<file path="src/rtl/vfu_slot_arbiter_pkg.sv">
// Shared definitions for the VFU slot arbiter: default sizing and the
// request payload layout presented to the VFU.
package vfu_slot_arbiter_pkg;

  localparam int unsigned NUM_SLOTS    = 4;
  localparam int unsigned PAYLOAD_W    = 192;
  localparam int unsigned MAX_INFLIGHT = 4;
  localparam int unsigned TAG_W        = $clog2(NUM_SLOTS);
  localparam int unsigned CNT_W        = $clog2(MAX_INFLIGHT + 1);

  // One request as seen by the VFU: originating slot plus its payload.
  typedef struct packed {
    logic [TAG_W-1:0]     tag;
    logic [PAYLOAD_W-1:0] payload;
  } vfu_req_t;

endpackage

</file>
<file path="src/rtl/vfu_slot_arbiter_rr_arbiter.sv">
// Combinational round-robin picker.
//   req_i   : per-slot request vector
//   last_i  : index of the most recent winner; search starts one past it
//   grant_o : one-hot winner, all zero when no request is pending
module vfu_slot_arbiter_rr_arbiter
  import vfu_slot_arbiter_pkg::*;
#(
  parameter  int unsigned N_SLOTS = NUM_SLOTS,
  localparam int unsigned IDX_W   = $clog2(N_SLOTS)
) (
  input  logic [N_SLOTS-1:0] req_i,
  input  logic [IDX_W-1:0]   last_i,
  output logic [N_SLOTS-1:0] grant_o
);

  logic             found;
  logic [IDX_W-1:0] idx;

  // Walk last+1, last+2, ... wrapping; the first requester wins.
  always_comb begin
    grant_o = '0;
    found   = 1'b0;
    idx     = '0;
    for (int unsigned k = 1; k <= N_SLOTS; k++) begin
      idx = IDX_W'((32'(last_i) + k) % N_SLOTS);
      if (!found && req_i[idx]) begin
        grant_o[idx] = 1'b1;
        found        = 1'b1;
      end
    end
  end

endmodule

</file>
<file path="src/rtl/vfu_slot_arbiter.sv">
// Shares one VFU among NUM_SLOTS requesters with round-robin arbitration,
// a registered output stage and credit-based limiting of outstanding work.
//   clock, reset          : single clock, async active-high reset
//   in_valid/in_ready     : per-slot request handshake (in_ready combinational)
//   in_payload            : slot i at [i*PAYLOAD_W +: PAYLOAD_W]
//   out_valid/out_ready   : registered request toward the VFU
//   out_payload, out_tag  : registered request body and originating slot
//   resp_valid, resp_tag  : VFU completion strobe (no backpressure)
//   slot_resp_valid       : completion routed one-hot to the slot (combinational)
//   inflight              : requests accepted by the VFU and not yet completed
//   err_underflow         : sticky, completion seen with nothing outstanding
module vfu_slot_arbiter
  import vfu_slot_arbiter_pkg::*;
#(
  parameter  int unsigned NUM_SLOTS    = vfu_slot_arbiter_pkg::NUM_SLOTS,
  parameter  int unsigned PAYLOAD_W    = vfu_slot_arbiter_pkg::PAYLOAD_W,
  parameter  int unsigned MAX_INFLIGHT = vfu_slot_arbiter_pkg::MAX_INFLIGHT,
  localparam int unsigned T_W          = $clog2(NUM_SLOTS),
  localparam int unsigned C_W          = $clog2(MAX_INFLIGHT + 1)
) (
  input  logic                           clock,
  input  logic                           reset,
  input  logic [NUM_SLOTS-1:0]           in_valid,
  output logic [NUM_SLOTS-1:0]           in_ready,
  input  logic [NUM_SLOTS*PAYLOAD_W-1:0] in_payload,
  output logic                           out_valid,
  input  logic                           out_ready,
  output logic [PAYLOAD_W-1:0]           out_payload,
  output logic [T_W-1:0]                 out_tag,
  input  logic                           resp_valid,
  input  logic [T_W-1:0]                 resp_tag,
  output logic [NUM_SLOTS-1:0]           slot_resp_valid,
  output logic [C_W-1:0]                 inflight,
  output logic                           err_underflow
);

  logic                 out_valid_q,   out_valid_d;
  logic [PAYLOAD_W-1:0] out_payload_q, out_payload_d;
  logic [T_W-1:0]       out_tag_q,     out_tag_d;
  logic [T_W-1:0]       last_grant_q,  last_grant_d;
  logic [C_W-1:0]       inflight_q,    inflight_d;
  logic                 err_q,         err_d;

  logic [NUM_SLOTS-1:0] rr_grant;
  logic [T_W-1:0]       win_idx;
  logic [C_W:0]         committed;
  logic                 load_c, credit_c, grant_c, fire_c, drain_c;

  vfu_slot_arbiter_rr_arbiter #(
    .N_SLOTS (NUM_SLOTS)
  ) u_rr_arbiter (
    .req_i   (in_valid),
    .last_i  (last_grant_q),
    .grant_o (rr_grant)
  );

  // Credit counts the request held in the output stage as already spent.
  assign load_c    = ~out_valid_q | out_ready;
  assign committed = (C_W+1)'(inflight_q) + (C_W+1)'(out_valid_q);
  assign credit_c  = committed < (C_W+1)'(MAX_INFLIGHT);
  assign grant_c   = ~reset & load_c & credit_c & (|in_valid);
  assign in_ready  = grant_c ? rr_grant : '0;

  assign fire_c  = out_valid_q & out_ready;
  assign drain_c = resp_valid & (inflight_q != '0);

  // One-hot winner to index.
  always_comb begin
    win_idx = '0;
    for (int unsigned i = 0; i < NUM_SLOTS; i++) begin
      if (rr_grant[i]) win_idx = T_W'(i);
    end
  end

  // Completion routing.
  always_comb begin
    slot_resp_valid = '0;
    for (int unsigned i = 0; i < NUM_SLOTS; i++) begin
      slot_resp_valid[i] = resp_valid & (resp_tag == T_W'(i));
    end
  end

  // Output stage and arbitration pointer.
  always_comb begin
    out_valid_d   = out_valid_q;
    out_payload_d = out_payload_q;
    out_tag_d     = out_tag_q;
    last_grant_d  = last_grant_q;
    if (grant_c) begin
      out_valid_d   = 1'b1;
      out_payload_d = in_payload[win_idx*PAYLOAD_W +: PAYLOAD_W];
      out_tag_d     = win_idx;
      last_grant_d  = win_idx;
    end else if (fire_c) begin
      out_valid_d   = 1'b0;
    end
  end

  // Outstanding-request counter and underflow flag.
  always_comb begin
    inflight_d = inflight_q;
    unique case ({fire_c, drain_c})
      2'b10:   inflight_d = inflight_q + C_W'(1);
      2'b01:   inflight_d = inflight_q - C_W'(1);
      default: inflight_d = inflight_q;
    endcase
    err_d = err_q | (resp_valid & (inflight_q == '0));
  end

  always_ff @(posedge clock or posedge reset) begin
    if (reset) begin
      out_valid_q   <= 1'b0;
      out_payload_q <= '0;
      out_tag_q     <= '0;
      last_grant_q  <= T_W'(NUM_SLOTS - 1);
      inflight_q    <= '0;
      err_q         <= 1'b0;
    end else begin
      out_valid_q   <= out_valid_d;
      out_payload_q <= out_payload_d;
      out_tag_q     <= out_tag_d;
      last_grant_q  <= last_grant_d;
      inflight_q    <= inflight_d;
      err_q         <= err_d;
    end
  end

  assign out_valid     = out_valid_q;
  assign out_payload   = out_payload_q;
  assign out_tag       = out_tag_q;
  assign inflight      = inflight_q;
  assign err_underflow = err_q;

endmodule

</file>
<file path="config.mk">
export PLATFORM = sky130hd
export DESIGN_NAME = vfu_slot_arbiter
export DESIGN_NICKNAME = d
export VERILOG_FILES = /design/src/rtl/vfu_slot_arbiter_pkg.sv /design/src/rtl/vfu_slot_arbiter_rr_arbiter.sv /design/src/rtl/vfu_slot_arbiter.sv
export SDC_FILE = /design/constraint.sdc
export NUM_CORES = 1
export LEC_CHECK = 0
export CAP_MARGIN = 0
export CORE_AREA = 2 2 386 388
export CTS_BUF_LIST = sky130_fd_sc_hd__clkbuf_16
export DETAILED_ROUTE_END_ITERATION = 12
export DIE_AREA = 0 0 388 390
export SETUP_SLACK_MARGIN = 0.02
export SYNTH_ARGS = -nofsm -noshare
export SYNTH_HDL_FRONTEND = slang
export SYNTH_HIERARCHICAL = 1
export SYNTH_SLANG_ARGS = --single-unit
</file>
<file path="constraint.sdc">
create_clock -name clock -period 9.5 [get_ports clock]
set_input_delay 1.9 -clock clock [delete_from_list [all_inputs] [get_ports clock]]
set_output_delay 1.9 -clock clock [all_outputs]
set_load 0.05 [all_outputs]
</file>
==> results.toml <==
[sta]
tightest_slew_ns = 1.01
setup-violations-final = 0
slew_violations = 0
min_period_ns = 6.79
finalHoldViolations = 0
slew_headroom = 0.322
setup_tns_ns = 0
rsz0062_at_grt = "no"
fin_skew_ns = 0.0189
finalCritPeriodShare = 0.714
fmax_mhz = 147

[detailed_routing]
wl_met2_microns = 46000
top_layer = "met5"
drt_iter0_drc = 1724
drtPass1Iterations = 10
wl_met3_microns = 9640
totalWireLength_microns = 98200
ant_nets = 0
via_per_inst = 3.56
wl_met1_microns = 38900
wl_per_cell_microns = 24.3
vias = 14355
drc_errors = 0

[min_path]
hold-path-endpoint = "err_underflow$_DFF_PP0_"
hp-start = "err_underflow$_DFF_PP0_"
whs_path_depth = 1
holdCritPathClass = "flip-flop to flip-flop"

[synth]
synthCells = 1155
synth_nets = 1943
syn_area_sq_mm = 0.0132
ys_ff_latch = 201
ys_types = 35
avgSynthCellArea_sq_um = 11.4
synth_seq_area_share = 0.382
ys_warn_count = 6

[clock_network]
post_cts_resized = 0
path_clk_slew_ns = 0.06
tritoncts = "yes"
cts_buffer_depth = 3
hold_buffers = 0
clock-root-buffer = "clkbuf_16"
clock_latency_ns = 0.63
post_cts_buffers = 0
cts.sinks = 201
cts-buffers-inserted = 30
htreeDepth = 1

[power_and_ir_drop]
ir_drop_uv = 342
static-leakage-power_uw = 0.0100
p_per_area_mw_per_mm2 = 403
total_power_uw = 10400

[grt]
grt_max_degree = 134
gr-total-overflow = 0
grt_first_pass_wirelength_microns = 128000
track_usage = 0.122
grt_pass1_vias = 14646
antenna_found_initial = 39

[floorplan]
fp.dieW_microns = 388
die-area_sq_mm = 0.151
io_pins = 985
start_util = 0.0895
dieHeight_microns = 390
fp-row-count = 141
core_area_sq_mm = 0.147

[worst_setup_path]
end_kind = "output port"
crit_fanout = 10
r2r_cells = 11
cp-start-kind = "primary input"
rr_startpoint = "last_grant_q[0]$_DFFE_PP1N_"
required_ns = 7.60
reg2reg_to = "out_payload[120]$_DFFE_PP0N_"
crit_arrival_ns = 4.89
path_class = "primary input to output port"
r2r_slack_ns = 4.62

[finish]
area_growth_pct = 96.4
finalNonFillerCells = 4037
mostFrequentLayoutCells = "984 x clkdlybuf4s50_1, 211 x inv_1, 199 x dfrtp_1, 195 x mux2i_1"
fill_cells = 16330
final_common_cell = "clkdlybuf4s50_1"
drive_gt1_frac = 0.127
final_nets = 2871

[flow_run]
cap_violations = 0

[run_status]
outcome = "completed"

[place]
hpwl_microns = 80900
portBuffers = 984
dp_cells = 3981
place.gp.congestion = 0.927
==> synthesized netlist by cell type, drive strengths merged <==
library cell	instances	area (sq um)
nor3b	5	37.5
and3	1	6.26
a222oi	192	1920
and2	4	25.0
nor4	1	6.26
a21o	2	15.0
xnor2	1	8.76
a21bo	1	10.0
nor4b	1	23.8
mux2	194	2180
dfrtp	199	4980
o211ai	4	30.0
ha	9	113
inv	206	773
buf	47	532
dfstp	2	52.6
mux2i	195	1950
and3b	1	8.76
nor2	4	15.0
nand2	7	26.3
clkbuf	62	233
xor2	2	17.5
mux4	4	97.6
a21oi	5	25.0
or2	1	6.26
nor3	1	5.00
a2111oi	1	27.5
nor2b	2	12.5
fa	1	20.0
==> flip-flops by register name (all words and copies together), names as in the netlist <==
| signal | count |
|---|---|
| inflight | 3 |
| out_payload | 192 |
| last_grant_q | 2 |
| out_tag | 2 |
| out_valid | 1 |
| err_underflow | 1 |
==> logic make-up after synthesis <==
logic type                 after synthesis  share of synthesized area
muxes                                  393                      0.322
buffers and inverters                  315                      0.117
AOI/OAI and AO/OA                      205                      0.154
DFF                                    201                      0.382
and+or+nand+nor                         28                     0.0131
adders and majority gates               10                     0.0101
xor gates and xnor gates                 3                    0.00200
==> critical path, cell delays in order <==
cell	delay [ns]
clkdlybuf4s50_1	0.49
mux4_2	0.63
nor4b_4	0.41
nand2_1	0.10
o211ai_1	0.30
and2_1	0.24
clkdlybuf4s50_1	0.81
==> layer usage <==
metal	global-route usage	vias up
met5	0	-
met4	0.0419	26
met3	0.0398	152
met2	0.202	914
met1	0.147	6991
li1	-	6272
==> metrics by stage <==
stage	area, sq um	hold WS [ns]	setup WS (ns)	utilization
floorplan	13200	0.525	2.12	-
global placement	24900	0.442	2.71	0.169
detailed placement	24900	0.448	2.77	0.169
CTS	25800	0.469	2.75	0.176
global route	25900	0.476	2.64	0.176
finish	25900	0.461	2.71	0.176
==> area by class of cell <==
cell class / count / area, sq um / share of cell area
Timing Repair Buffer: 1005 / 10000 / 0.389
Multi-Input combinational cell: 639 / 6610 / 0.256
Sequential cell: 201 / 5030 / 0.195
Tap cell: 1930 / 2410 / 0.0934
Inverter: 206 / 781 / 0.0302
Clock buffer: 31 / 776 / 0.0300
Clock inverter: 23 / 191 / 0.00740
Antenna cell: 2 / 5.00 / 0.000194
==> power breakdown <==
| part | internal (uW) | switching [uW] |
|---|---|---|
| clock | 666 | 485 |
| sequential | 1330 | 330 |
| combinational | 2770 | 4850 |
| total | 4760 | 5660 |
==> worst max-delay path by stage <==
stage | start | end | slack [ns] | depth (start not counted)
after floorplan | reset | err_underflow$_DFF_PP0_ | 2.12 | 1
after global placement | in_valid[3] | in_ready[2] | 2.71 | 7
after detailed placement | in_valid[3] | in_ready[2] | 2.77 | 7
after CTS | in_valid[2] | in_ready[2] | 2.75 | 7
after global routing | in_valid[2] | in_ready[2] | 2.64 | 7
final | in_valid[3] | in_ready[2] | 2.71 | 7
No activity file was read; power rests on OpenSTA's default activity.
